**src/rtl/noc_pkg.sv**
```systemverilog
// Shared NOC definitions: command codes, idle byte, byte payload type, length decode.
package noc_pkg;

  localparam logic [2:0] CMD_READ      = 3'b001;
  localparam logic [2:0] CMD_WRITE     = 3'b010;
  localparam logic [2:0] CMD_WRITE_ACK = 3'b100;
  localparam logic [2:0] CMD_READ_RESP = 3'b011;

  localparam logic [7:0] IDLE_BYTE = 8'h00;

  typedef struct packed {
    logic       ctl;
    logic [7:0] data;
  } noc_byte_t;

  localparam noc_byte_t IDLE_WORD = '{ctl: 1'b1, data: IDLE_BYTE};

  typedef enum logic {
    ST_IDLE = 1'b0,
    ST_SEND = 1'b1
  } arb_state_t;

  // Address bytes that follow a command byte
  function automatic logic [2:0] alen_of(input logic [2:0] cmd);
    logic [2:0] len;
    len = 3'd0;
    if (cmd == CMD_READ || cmd == CMD_WRITE) len = 3'd4;
    return len;
  endfunction

  // Data bytes carried by a command, 2^size for data-bearing commands
  function automatic logic [3:0] dlen_of(input logic [2:0] cmd, input logic [1:0] size);
    logic [3:0] len;
    len = 4'd0;
    if (cmd == CMD_WRITE || cmd == CMD_READ_RESP) len = 4'd1 << size;
    return len;
  endfunction

endpackage

```
**src/rtl/rr_pick.sv**
```systemverilog
// Combinational round-robin picker: first set request after ptr, wrapping modulo N.
module rr_pick #(
  parameter int unsigned N  = 4,
  parameter int unsigned IW = $clog2(N)
) (
  input  logic [N-1:0]  req,
  input  logic [IW-1:0] ptr,
  output logic [N-1:0]  onehot,
  output logic [IW-1:0] idx,
  output logic          any
);

  // Scan ptr+1 .. ptr+N and keep the first hit
  always_comb begin
    int unsigned c;
    c      = 0;
    onehot = '0;
    idx    = '0;
    any    = 1'b0;
    for (int unsigned k = 1; k <= N; k++) begin
      c = (32'(ptr) + k) % N;
      if (!any && req[IW'(c)]) begin
        any               = 1'b1;
        onehot[IW'(c)]    = 1'b1;
        idx               = IW'(c);
      end
    end
  end

endmodule

```
**src/rtl/noc_resp_arb.sv**
```systemverilog
// Packet-atomic round-robin arbiter for the device-to-NOC byte channel.
module noc_resp_arb
  import noc_pkg::*;
#(
  parameter int unsigned NREQ  = 4,
  parameter int unsigned CNT_W = 16
) (
  input  logic                     clk,
  input  logic                     rst,
  input  logic [NREQ-1:0]          req_valid,
  input  logic [NREQ-1:0]          req_ctl,
  input  logic [NREQ*8-1:0]        req_data,
  input  logic [NREQ-1:0]          req_last,
  output logic [NREQ-1:0]          req_ready,
  output logic                     noc_from_dev_ctl,
  output logic [7:0]               noc_from_dev_data,
  output logic                     busy,
  output logic [$clog2(NREQ)-1:0]  grant_id,
  output logic                     underrun,
  output logic                     proto_err,
  input  logic                     clr_err,
  output logic [CNT_W-1:0]         pkt_count
);

  localparam int unsigned IW = $clog2(NREQ);

  arb_state_t     state;
  logic [IW-1:0]  rr_ptr;
  noc_byte_t      out_q;

  logic [NREQ-1:0] cand;
  logic [NREQ-1:0] pick_oh;
  logic [IW-1:0]   pick_idx;
  logic            pick_any;

  logic [IW-1:0]   sel;
  logic            sel_valid;
  logic            sel_ctl;
  logic            sel_last;
  logic [7:0]      sel_data;

  logic            set_proto;
  logic            set_under;

  // Only command bytes compete for the channel while idle
  assign cand = (state == ST_IDLE) ? (req_valid & req_ctl) : '0;

  rr_pick #(.N(NREQ), .IW(IW)) u_pick (
    .req    (cand),
    .ptr    (rr_ptr),
    .onehot (pick_oh),
    .idx    (pick_idx),
    .any    (pick_any)
  );

  // Mux the byte of the requester being served (new winner or current owner)
  always_comb begin
    sel       = (state == ST_IDLE) ? pick_idx : grant_id;
    sel_valid = 1'b0;
    sel_ctl   = 1'b0;
    sel_last  = 1'b0;
    sel_data  = IDLE_BYTE;
    for (int unsigned i = 0; i < NREQ; i++) begin
      if (sel == IW'(i)) begin
        sel_valid = req_valid[i];
        sel_ctl   = req_ctl[i];
        sel_last  = req_last[i];
        sel_data  = req_data[8*i +: 8];
      end
    end
  end

  // Ready: winner in IDLE, owner's own valid in SEND
  always_comb begin
    req_ready = '0;
    if (state == ST_IDLE) begin
      req_ready = pick_oh;
    end else begin
      for (int unsigned i = 0; i < NREQ; i++) begin
        if (grant_id == IW'(i)) req_ready[i] = req_valid[i];
      end
    end
  end

  // Sticky-flag set events
  always_comb begin
    set_proto = 1'b0;
    set_under = 1'b0;
    if (state == ST_IDLE) begin
      set_proto = |(req_valid & ~req_ctl);
    end else begin
      set_proto = sel_valid & sel_ctl;
      set_under = ~sel_valid;
    end
  end

  // Arbiter state, output register, flags and packet counter
  always_ff @(posedge clk or negedge rst) begin
    if (!rst) begin
      state     <= ST_IDLE;
      rr_ptr    <= IW'(NREQ - 1);
      out_q     <= IDLE_WORD;
      busy      <= 1'b0;
      grant_id  <= '0;
      underrun  <= 1'b0;
      proto_err <= 1'b0;
      pkt_count <= '0;
    end else begin
      underrun  <= (underrun  & ~clr_err) | set_under;
      proto_err <= (proto_err & ~clr_err) | set_proto;
      out_q     <= IDLE_WORD;
      case (state)
        ST_IDLE: begin
          if (pick_any) begin
            out_q    <= '{ctl: 1'b1, data: sel_data};
            grant_id <= pick_idx;
            if (sel_last) begin
              rr_ptr    <= pick_idx;
              pkt_count <= pkt_count + CNT_W'(1);
            end else begin
              state <= ST_SEND;
              busy  <= 1'b1;
            end
          end
        end
        ST_SEND: begin
          if (sel_valid) begin
            // Command bytes inside a message are forwarded as data
            out_q <= '{ctl: 1'b0, data: sel_data};
            if (sel_last) begin
              state     <= ST_IDLE;
              busy      <= 1'b0;
              rr_ptr    <= grant_id;
              pkt_count <= pkt_count + CNT_W'(1);
            end
          end else begin
            // Owner vanished: the idle byte terminates the message on the NOC
            state  <= ST_IDLE;
            busy   <= 1'b0;
            rr_ptr <= grant_id;
          end
        end
        default: begin
          state <= ST_IDLE;
          busy  <= 1'b0;
        end
      endcase
    end
  end

  assign noc_from_dev_ctl  = out_q.ctl;
  assign noc_from_dev_data = out_q.data;

endmodule
```
**config.mk**
```make
export PLATFORM = sky130hd
export DESIGN_NAME = noc_resp_arb
export DESIGN_NICKNAME = d
export VERILOG_FILES = /design/src/rtl/noc_pkg.sv /design/src/rtl/rr_pick.sv /design/src/rtl/noc_resp_arb.sv
export SDC_FILE = /design/constraint.sdc
export NUM_CORES = 1
export LEC_CHECK = 0
export CORE_MARGIN = 2
export CORE_UTILIZATION = 50
export DETAILED_ROUTE_END_ITERATION = 7
export PLACE_DENSITY = 0.95
export SLEW_MARGIN = 25
export SYNTH_ARGS = -nofsm -noshare
export SYNTH_HDL_FRONTEND = slang
export SYNTH_SLANG_ARGS = --single-unit
```
**constraint.sdc**
```tcl
create_clock -name clk -period 5.1 [get_ports clk]
set_clock_uncertainty 0.1 [all_clocks]
set_input_delay 1.53 -clock clk [delete_from_list [all_inputs] [get_ports clk]]
set_output_delay 1.53 -clock clk [all_outputs]
set_load 0.02 [all_outputs]
```
==> flow_summary_export.csv, run 1 <==
group,metric,value,unit
yosys,synth-warning-count,0,
power_and_ir_drop,p_sw,0.929,mW
detailed_routing,drt_wl_total,6690,um
worst_setup_path,worst_r2r_path_depth,10,
floorplan,fp.coreArea,0.00463,mm2
worst_hold_path,hold_class,"register to register",
clock_tree,clock_sinks,33,
worst_setup_path,critPathKind,"input pin to output pin",
power_and_ir_drop,vdd_drop_max,376,uV
worst_hold_path,whs_path_depth,1,
global_routing,grt_pass1_vias,2452,
sta,worstMarginPinSlew,0.488,ns
sta,finalSetupViolCount,0,
sta,setup_slack,0.102,ns
yosys,ys.flop_type,"dfrtp_1",
sta,final.period_utilization,0.980,
clock_tree,clk_latency,0.28,ns
worst_setup_path,path_cells,"clkdlybuf4s50_1 > nand3_1 > a21o_1 > o21ai_1 > buf_4 > nor2_1 > buf_4 > a21oi_1 > o21ai_1 > buf_2",
detailed_routing,drc_errors,0,
worst_setup_path,critPathLaunchType,"input pin",
power_and_ir_drop,pwr_density_cell,579,mW/mm2
detailed_routing,dr_total_vias,2440,
clock_tree,cts_made_buffers,5,
detailed_routing,postRouteAntennaNets,0,
final_layout,finish.instance_area,0.00347,mm2
sta,slew_headroom,0.675,
outcome,outcome,"complete, no violations",
global_routing,grtUsageTotal,0.268,
floorplan,fp.dieH,72.8,um
floorplan,start_util,0.511,
clock_tree,cts.path.max_buffers,2,
clock_tree,cts_hold_buf,0,
final_layout,finalNetCount,410,
sta,tns,0,ns
worst_setup_path,worst-path-max-fanout,5,
detailed_routing,viasPerCell,5.91,
detailed_routing,wl_per_cell,16.2,um
power_and_ir_drop,clockPowerShare,0.094,
sta,hold_viol,0,
final_layout,layout_common_cells,"clkdlybuf4s50_1 (72), dfrtp_1 (30), nand2_1 (27), buf_4 (27)",
power_and_ir_drop,p_leak,1.51,nW
worst_setup_path,critPathRequiredTime,3.47,ns
final_layout,area_growth,46.6,%
worst_setup_path,cp-end-kind,"output pin",
sta,whs,0.384,ns
floorplan,chipWidth,72.8,um
global_routing,grt-ovfl-total,0,
yosys,syn_area,0.00237,mm2
detailed_routing,drt_iter0_drc,236,
final_layout,fin_util,0.749,
floorplan,row_count,25,
floorplan,die_area,0.00530,mm2
floorplan,ios,81,
yosys,ys_ff_latch,33,
final_layout,layout-drive-gt1-share,0.195,
place,placed_cell_area,0.00336,mm2
final_layout,diodes,0,
sta,fin_crit,5.00,ns
sta,report.final.slew_viol_count,0,
place,pre_cts_slack,-0.467,ns
detailed_routing,firstDrtPassIters,4,
yosys,syn_inst,256,
clock_tree,cts_tree,"yes",
place,hpwl,5080,um
power_and_ir_drop,p_sw_frac,0.463,
yosys,async_flop_share,1.00,
sta,fmax,200,MHz
worst_setup_path,max_stage_delay,0.55,ns
global_routing,antenna_found_initial,0,
power_and_ir_drop,internal-power,1.08,mW
place,gp_congestion,0.957,
yosys,avgSynthCellArea,9.25,um2
clock_tree,htree_levels,2,
yosys,synth_enable_flop_cells,0,
yosys,ys_seq_area_frac,0.350,
worst_setup_path,slowest_stage,"clkdlybuf4s50_1",
worst_setup_path,arrival,3.37,ns
yosys,synth.distinct_cells,51,
place,port_buffers,80,
global_routing,grt_max_degree,34,
global_routing,grt_pass1_wl,11100,um
yosys,synth_fp_nets,308,
clock_tree,clk_pin_slew,0.06,ns
clock_tree,clockRootBuffer,"clkbuf_8",
power_and_ir_drop,seq_power_share,0.225,
job,cap_viol_max_count,0,
final_layout,layout_commonest_cell,"clkdlybuf4s50_1",
power_and_ir_drop,combPwrFrac,0.680,
## power groups by stage
stage               combinational (mW)  sequential, mW  clock [mW]
detailed placement                1.35           0.455           0
finish                            1.37           0.453       0.190
floorplan                        0.806           0.536           0
CTS                               1.34           0.452       0.194
global placement                  1.31           0.450           0
global route                      1.48           0.464       0.205
## synthesized netlist by cell type (3+ instances only)
cell	count	area, um2
a211oi_1	11	82.6
a21oi_1	6	30.0
a221o_1	4	40.0
and2_1	6	37.5
and3_1	7	43.8
buf_2	6	30.0
dfrtp_1	30	751
dfstp_2	3	78.8
ha_1	5	62.6
inv_1	14	52.6
mux2_2	9	101
mux2i_1	11	110
nand2_1	28	105
nand3_1	13	65.1
nand4_1	4	25.0
nor2_1	14	52.6
nor3_1	7	35.0
nor4_2	5	62.6
o211ai_1	3	22.5
o21ai_0	12	60.1
xnor2_1	6	52.6
xor2_1	9	78.8
## flip-flops by register name, indices dropped and copies added, names as in the netlist
signal	count
noc_from_dev_data	8
noc_from_dev_ctl	1
pkt_count	16
grant_id	2
rr_ptr	2
underrun	1
proto_err	1
state	1
busy	1
## repair_timing
item,in CTS,in global routing
endpoints found under the setup margin,4,4
buffers inserted,0,1
hold endpoints to repair,0,0
pin swaps,1,4
gates cloned,0,0
gates resized for setup,23,14
## through the flow
stage	cells	power (mW)
finish	413	2.01
global route	413	2.15
CTS	412	1.98
detailed placement	404	1.80
global placement	404	1.76
floorplan	256	1.34
## path summary, 6_finish.rpt
path / from / end / slack (ns)
min in group asynchronous: rst / pkt_count[6]$_DFFE_PN0P_ / 1.56
worst min register to register: pkt_count[15]$_DFFE_PN0P_ / pkt_count[15]$_DFFE_PN0P_ / 0.38
worst min-delay path: pkt_count[15]$_DFFE_PN0P_ / pkt_count[15]$_DFFE_PN0P_ / 0.38
worst max register to register: rr_ptr[1]$_DFFE_PN1P_ / pkt_count[13]$_DFFE_PN0P_ / 1.32
max in group asynchronous: rst / rr_ptr[1]$_DFFE_PN1P_ / 3.00
worst max-delay path: req_ctl[2] / req_ready[1] / 0.10
## worst max-delay path: cells and delay by family
family	cells	cell delay (ns)
buffers and inverters	4	1.01
AO/OA/AOI/OAI	4	0.62
AND/OR/NAND/NOR	2	0.21
## layout make-up
cell class / instances / area, um2
Clock inverter: 3 / 17.5
Tap cell: 54 / 67.6
Inverter: 15 / 56.3
Clock buffer: 5 / 68.8
Sequential cell: 33 / 830
Timing Repair Buffer: 106 / 988
Multi-Input combinational cell: 197 / 1440
Fill cell: 335 / 1160
## kinds of logic after synthesis
family	after synthesis	synth area share
and+or+nand+nor	94	0.218
AOI/OAI and AO/OA	61	0.197
DFF	33	0.350
buffers and inverters	26	0.0507
muxes	22	0.102
xor gates and xnor gates	15	0.0555
adders and majority gates	5	0.0264
## layer usage
metal	track usage	vias up	share of wire
met4	0.0885	0	0.020
met1	0.327	1154	0.40
met3	0.0815	15	0.072
li1	-	1159	-
met2	0.452	112	0.51
met5	0	-	0
Note: power is estimated with default switching activity, not from simulation.
==> run 2: changes to the inputs <==
--- a/config.mk
+++ b/config.mk
@@ -8,8 +8,9 @@
 export CORE_MARGIN = 2
 export CORE_UTILIZATION = 50
 export DETAILED_ROUTE_END_ITERATION = 7
-export PLACE_DENSITY = 0.95
+export PLACE_DENSITY = 0.94
 export SLEW_MARGIN = 25
 export SYNTH_ARGS = -nofsm -noshare
 export SYNTH_HDL_FRONTEND = slang
+export SYNTH_HIERARCHICAL = 1
 export SYNTH_SLANG_ARGS = --single-unit
==> flow_summary_export.csv, run 2 <==
group,metric,value,unit
outcome,outcome,"complete, no violations",
final_layout,layout-drive-gt1-share,0.239,
final_layout,layout_common_cells,"clkdlybuf4s50_1 (68), dfrtp_1 (30), buf_4 (30)",
final_layout,layout_commonest_cell,"clkdlybuf4s50_1",
yosys,synth_compound_area_frac,0.119,
power_and_ir_drop,clockPowerShare,0.105,
final_layout,area_growth,48.2,%
worst_setup_path,cp-end-kind,"output pin",
power_and_ir_drop,internal-power,0.996,mW
place,placed_cell_area,0.00350,mm2
final_layout,largest_reg_flops,16,
yosys,synthSimpleGateAreaFrac,0.198,
power_and_ir_drop,combPwrFrac,0.658,
floorplan,start_util,0.520,
worst_setup_path,arrival,3.45,ns
power_and_ir_drop,vdd_drop_max,291,uV
clock_tree,clockRootBuffer,"clkbuf_8",
worst_setup_path,path_cells,"clkdlybuf4s15_1 > and3_4 > mux4_2 > buf_6 > nand2_1 > a21oi_1 > a2111o_1 > o2bb2ai_1 > buf_4",
worst_setup_path,worst_r2r_path_depth,11,
sta,slew_headroom,0.575,
global_routing,grt-ovfl-total,0,
global_routing,antenna_found_initial,0,
yosys,ys.flop_type,"dfrtp_1",
clock_tree,clk_latency,0.28,ns
clock_tree,cts_made_buffers,5,
final_layout,finalNetCount,407,
power_and_ir_drop,pwr_density_cell,499,mW/mm2
yosys,ys_top_cells_by_count,"dfrtp_1 (30), nand2_1 (24), inv_1 (19), nand4_1 (18), xnor2_1 (15)",
yosys,synth_fp_nets,303,
detailed_routing,drc_errors,0,
detailed_routing,firstDrtPassIters,6,
sta,hold_viol,0,
yosys,syn_inst,247,
job,cap_viol_max_count,0,
floorplan,fp.dieH,74.3,um
sta,grt_setup_unrepaired,"no",
floorplan,chipWidth,74.3,um
yosys,synth_enable_flop_cells,0,
sta,fin_crit,5.08,ns
detailed_routing,viasPerCell,6.31,
sta,finalSetupViolCount,0,
power_and_ir_drop,p_sw,0.830,mW
final_layout,diodes,0,
yosys,synth-warning-count,6,
place,hpwl,5630,um
clock_tree,cts_tree,"yes",
final_layout,fillers,285,
yosys,ys_seq_area_frac,0.336,
yosys,syn_area,0.00247,mm2
floorplan,ios,81,
sta,final.period_utilization,0.995,
yosys,synth.distinct_cells,46,
final_layout,fin_cells,419,
yosys,synth_top_family_by_area,"simple AND/OR/NAND/NOR gates",
yosys,ys_ff_latch,33,
yosys,avgSynthCellArea,10.0,um2
yosys,synth_xor_area_frac,0.0532,
floorplan,fp.coreArea,0.00475,mm2
worst_setup_path,worst-path-max-fanout,8,
yosys,synth_top_area_frac,0.304,
clock_tree,clk_pin_slew,0.07,ns
worst_setup_path,critPathKind,"input pin to output pin",
worst_hold_path,whs_path_depth,1,
place,dp_cells,409,
global_routing,grt_max_degree,34,
yosys,synthTopCellsByArea,"dfrtp_1 (30%), mux4_2 (13%), xnor2_1 (5.3%)",
global_routing,grtUsageTotal,0.303,
global_routing,grt_pass1_vias,2512,
final_layout,regMostFlops,"pkt_count",
yosys,async_flop_share,1.00,
detailed_routing,drt_iter0_drc,475,
yosys,synthMuxAreaShare,0.187,
sta,report.final.slew_viol_count,0,
clock_tree,clock_sinks,33,
worst_hold_path,hold_class,"register to register",
worst_setup_path,max_stage_delay,0.52,ns
clock_tree,cts_hold_buf,0,
detailed_routing,drt_wl_total,8810,um
final_layout,finish.instance_area,0.00366,mm2
floorplan,row_count,25,
clock_tree,cts.path.max_buffers,2,
worst_setup_path,critPathRequiredTime,3.47,ns
yosys,synth_area_leader_cell,"dfrtp_1",
yosys,yosysMostFrequentCell,"dfrtp_1",
global_routing,grt_pass1_wl,12700,um
sta,whs,0.383,ns
sta,worstMarginPinSlew,0.619,ns
clock_tree,htree_levels,2,
power_and_ir_drop,p_leak,1.55,nW
power_and_ir_drop,p_sw_frac,0.455,
detailed_routing,postRouteAntennaNets,0,
power_and_ir_drop,seq_power_share,0.237,
worst_setup_path,slowest_stage,"mux4_2",
detailed_routing,dr_total_vias,2643,
worst_setup_path,critPathLaunchType,"input pin",
yosys,synth_fa_ha_area_frac,0.0456,
place,gp_congestion,1.17,
sta,fmax,197,MHz
detailed_routing,wl_per_cell,21.0,um
floorplan,die_area,0.00552,mm2
place,port_buffers,80,
[run 2: changes by cell type in the layout (fill, tap and decap cells not counted), sizes merged, moves of 6 or more]
cell    previous run  this run
clkbuf             5        12
inv               14        20
nand3             13         5
nand4              4        18
xor2               9         0
o21ai             12         3
mux4               0        15
nor2              14         6
nor3               7         1
mux2              11         3
xnor2              6        15
a211oi            11         3
[run 2: power by group through the flow]
stage                     sequential, mW  combinational (mW)  clock, mW
after floorplan                    0.499               0.604          0
after global placement             0.424                1.06          0
after detailed placement           0.431                1.10          0
after CTS                          0.429                1.12      0.191
after global routing               0.438                1.27      0.206
final                              0.432                1.20      0.192
[run 2: layer usage]
| metal | global-route usage | up-vias | share of wire |
|---|---|---|---|
| met5 | 0 | - | 0 |
| met4 | 0.135 | 0 | 0.046 |
| met3 | 0.0542 | 46 | 0.082 |
| met2 | 0.516 | 189 | 0.52 |
| met1 | 0.378 | 1277 | 0.35 |
| li1 | - | 1131 | - |
[run 2: worst max-delay path, delay by kind of cell]
| family | cells | cell delay, ns |
|---|---|---|
| AND/OR/NAND/NOR | 2 | 0.28 |
| buffers and inverters | 3 | 0.51 |
| multiplexers | 1 | 0.52 |
| AO/OA/AOI/OAI | 3 | 0.60 |
[run 2: cell type report]
cell class,count,area [um2],share of cell area
Clock buffer,6,72.6,0.0198
Inverter,20,75.1,0.0205
Clock inverter,2,10.0,0.00273
Tap cell,67,83.8,0.0229
Timing Repair Buffer,110,1000,0.274
Sequential cell,33,830,0.227
Multi-Input combinational cell,181,1590,0.434
[run 2: metrics by stage]
step	util	setup WS [ns]	total power, mW	setup TNS (ns)
CTS	0.763	0.00795	1.74	0
detailed placement	0.736	-0.665	1.53	-2.58
floorplan	-	0.170	1.10	0
global placement	0.736	-0.629	1.48	-2.49
finish	0.770	0.0246	1.83	0
global route	0.770	0.00147	1.91	0
[run 2: final timing paths]
path / from / endpoint / slack, ns
max in group asynchronous: rst / noc_from_dev_ctl$_DFF_PN1_ / 3.02
setup reg to reg: rr_ptr[1]$_DFFE_PN1P_ / pkt_count[11]$_DFFE_PN0P_ / 1.15
hold / removal: pkt_count[15]$_DFFE_PN0P_ / pkt_count[15]$_DFFE_PN0P_ / 0.38
hold reg to reg: pkt_count[15]$_DFFE_PN0P_ / pkt_count[15]$_DFFE_PN0P_ / 0.38
setup / recovery: req_ctl[3] / req_ready[3] / 0.02
min in group asynchronous: rst / pkt_count[15]$_DFFE_PN0P_ / 1.54
[run 2: cell families after synthesis]
group | Yosys count
AND/OR/NAND/NOR | 89
AO/OA/AOI/OAI | 40
buffers and inverters | 34
flip-flops | 33
multiplexers | 27
XOR/XNOR | 15
adder cells (fa/ha/maj) | 9
[run 2: what timing repair did]
action,4_1_cts,5_1_grt
gates cloned,1,0
buffers inserted,2,0
endpoints found under the setup margin,4,4
gates resized for setup,38,25
pin swaps,7,11
==> run 3: changes to the inputs <==
--- a/config.mk
+++ b/config.mk
@@ -5,6 +5,7 @@
 export SDC_FILE = /design/constraint.sdc
 export NUM_CORES = 1
 export LEC_CHECK = 0
+export CORE_ASPECT_RATIO = 1.25
 export CORE_MARGIN = 2
 export CORE_UTILIZATION = 50
 export DETAILED_ROUTE_END_ITERATION = 7
==> flow_summary_export.csv, run 3 (synthesized netlist as in run 2, its figures left out) <==
group,metric,value,unit
final_layout,multi_input_area,0.00153,mm2
sta,slew_headroom,0.552,
worst_setup_path,critPathLaunchType,"input pin",
clock_tree,cts.path.max_buffers,2,
detailed_routing,viasPerCell,6.14,
global_routing,grt_pass1_wl,12700,um
detailed_routing,wl_per_cell,19.4,um
clock_tree,cts_tree,"yes",
final_layout,diodes,0,
power_and_ir_drop,power.total,1.88,mW
global_routing,grt-ovfl-total,0,
place,port_buffers,80,
final_layout,layout_common_cells,"clkdlybuf4s50_1 (68), buf_4 (36), dfrtp_1 (30)",
place,placed_cell_area,0.00354,mm2
final_layout,largest_reg_flops,16,
detailed_routing,drc_errors,0,
power_and_ir_drop,pwr_density_cell,512,mW/mm2
sta,final.period_utilization,0.980,
final_layout,regMostFlops,"pkt_count",
power_and_ir_drop,vdd_drop_max,315,uV
floorplan,die_area,0.00552,mm2
floorplan,row_count,28,
global_routing,grt_pass1_vias,2657,
detailed_routing,drt_iter0_drc,235,
worst_setup_path,worst-path-max-fanout,6,
floorplan,start_util,0.519,
final_layout,layout-drive-gt1-share,0.242,
global_routing,antenna_found_initial,0,
clock_tree,clk_latency,0.30,ns
worst_setup_path,cp-end-kind,"output pin",
floorplan,fp.coreArea,0.00476,mm2
global_routing,grtUsageTotal,0.313,
floorplan,fp.dieH,82.6,um
final_layout,final-seq-area,830,um2
final_layout,finalNetCount,414,
sta,setup_slack,0.100,ns
detailed_routing,postRouteAntennaNets,0,
place,pre_cts_slack,-0.733,ns
sta,grt_setup_unrepaired,"no",
clock_tree,clockRootBuffer,"clkbuf_8",
place,dp_cells,409,
final_layout,fin_cells,419,
place,gp_congestion,0.997,
worst_setup_path,critPathRequiredTime,3.47,ns
clock_tree,clock_sinks,33,
sta,worstMarginPinSlew,0.670,ns
sta,hold_viol,0,
clock_tree,clk_pin_slew,0.07,ns
power_and_ir_drop,p_leak,1.59,nW
detailed_routing,dr_total_vias,2574,
sta,report.final.slew_viol_count,0,
floorplan,ios,81,
final_layout,fillers,313,
final_layout,layout_commonest_cell,"clkdlybuf4s50_1",
worst_setup_path,arrival,3.37,ns
sta,fin_crit,5.00,ns
clock_tree,htree_levels,2,
place,hpwl,6170,um
clock_tree,cts_made_buffers,5,
job,cap_viol_max_count,0,
global_routing,grt_max_degree,34,
floorplan,chipWidth,66.9,um
final_layout,finish.instance_area,0.00368,mm2
worst_setup_path,reg2reg_slack,1.36,ns
detailed_routing,firstDrtPassIters,7,
outcome,outcome,"complete, no violations",
worst_setup_path,critPathKind,"input pin to output pin",
final_layout,area_growth,49.0,%
worst_hold_path,hold_class,"register to register",
sta,finalSetupViolCount,0,
detailed_routing,drt_wl_total,8130,um
sta,fmax,200,MHz
-- run 3: worst max-delay path: stages --
cell and delay (ns):
clkbuf_2 0.10, and3_4 0.19, mux4_2 0.54, buf_6 0.16, nand4_1 0.09, o31ai_1 0.07
or3_1 0.38, inv_2 0.07, o32ai_2 0.07, buf_4 0.17
-- run 3: metal layers --
metal	vias to the layer above	track usage	part of all wire
met1	1210	0.323	0.34
met3	41	0.0718	0.085
met4	0	0.180	0.046
met2	176	0.575	0.52
met5	-	0	0
li1	1147	-	-
-- run 3: per-stage QoR --
stage | utilization | setup TNS (ns) | hold WS [ns]
final | 0.773 | 0 | 0.391
after global placement | 0.743 | -2.49 | 0.361
after detailed placement | 0.743 | -2.80 | 0.373
after floorplan | - | 0 | 0.387
after CTS | 0.780 | 0 | 0.382
after global routing | 0.773 | 0 | 0.409
-- run 3: worst paths after layout --
kind / from / end / cells past startpoint
worst max-delay path: req_ctl[3] / req_ready[1] / 10
worst min-delay path: pkt_count[15]$_DFFE_PN0P_ / pkt_count[15]$_DFFE_PN0P_ / 1
worst max register to register: rr_ptr[1]$_DFFE_PN1P_ / pkt_count[11]$_DFFE_PN0P_ / 11
worst min register to register: pkt_count[15]$_DFFE_PN0P_ / pkt_count[15]$_DFFE_PN0P_ / 1
max in group asynchronous: rst / rr_ptr[0]$_DFFE_PN1P_ / 2
min in group asynchronous: rst / pkt_count[9]$_DFFE_PN0P_ / 2
-- run 3: report_power, final --
part	switching, mW	internal, mW
Sequential	0.0816	0.345
Clock	0.103	0.159
Combinational	0.622	0.573
Total	0.806	1.08
-- run 3: timing repair --
| action | in CTS | in global routing |
|---|---|---|
| hold buffers | 0 | 0 |
| setup endpoints to repair | 4 | 4 |
| setup buffers | 2 | 0 |
| resized for setup | 46 | 13 |
| hold endpoints to repair | 0 | 0 |
| pin swaps | 12 | 3 |
-- run 3: cell type report --
cell class,instances,share of cell area
Multi-Input combinational cell,180,0.416
Timing Repair Buffer,118,0.286
Sequential cell,33,0.225
Clock buffer,7,0.0235
Inverter,20,0.0204
Tap cell,60,0.0204
Clock inverter,1,0.00816
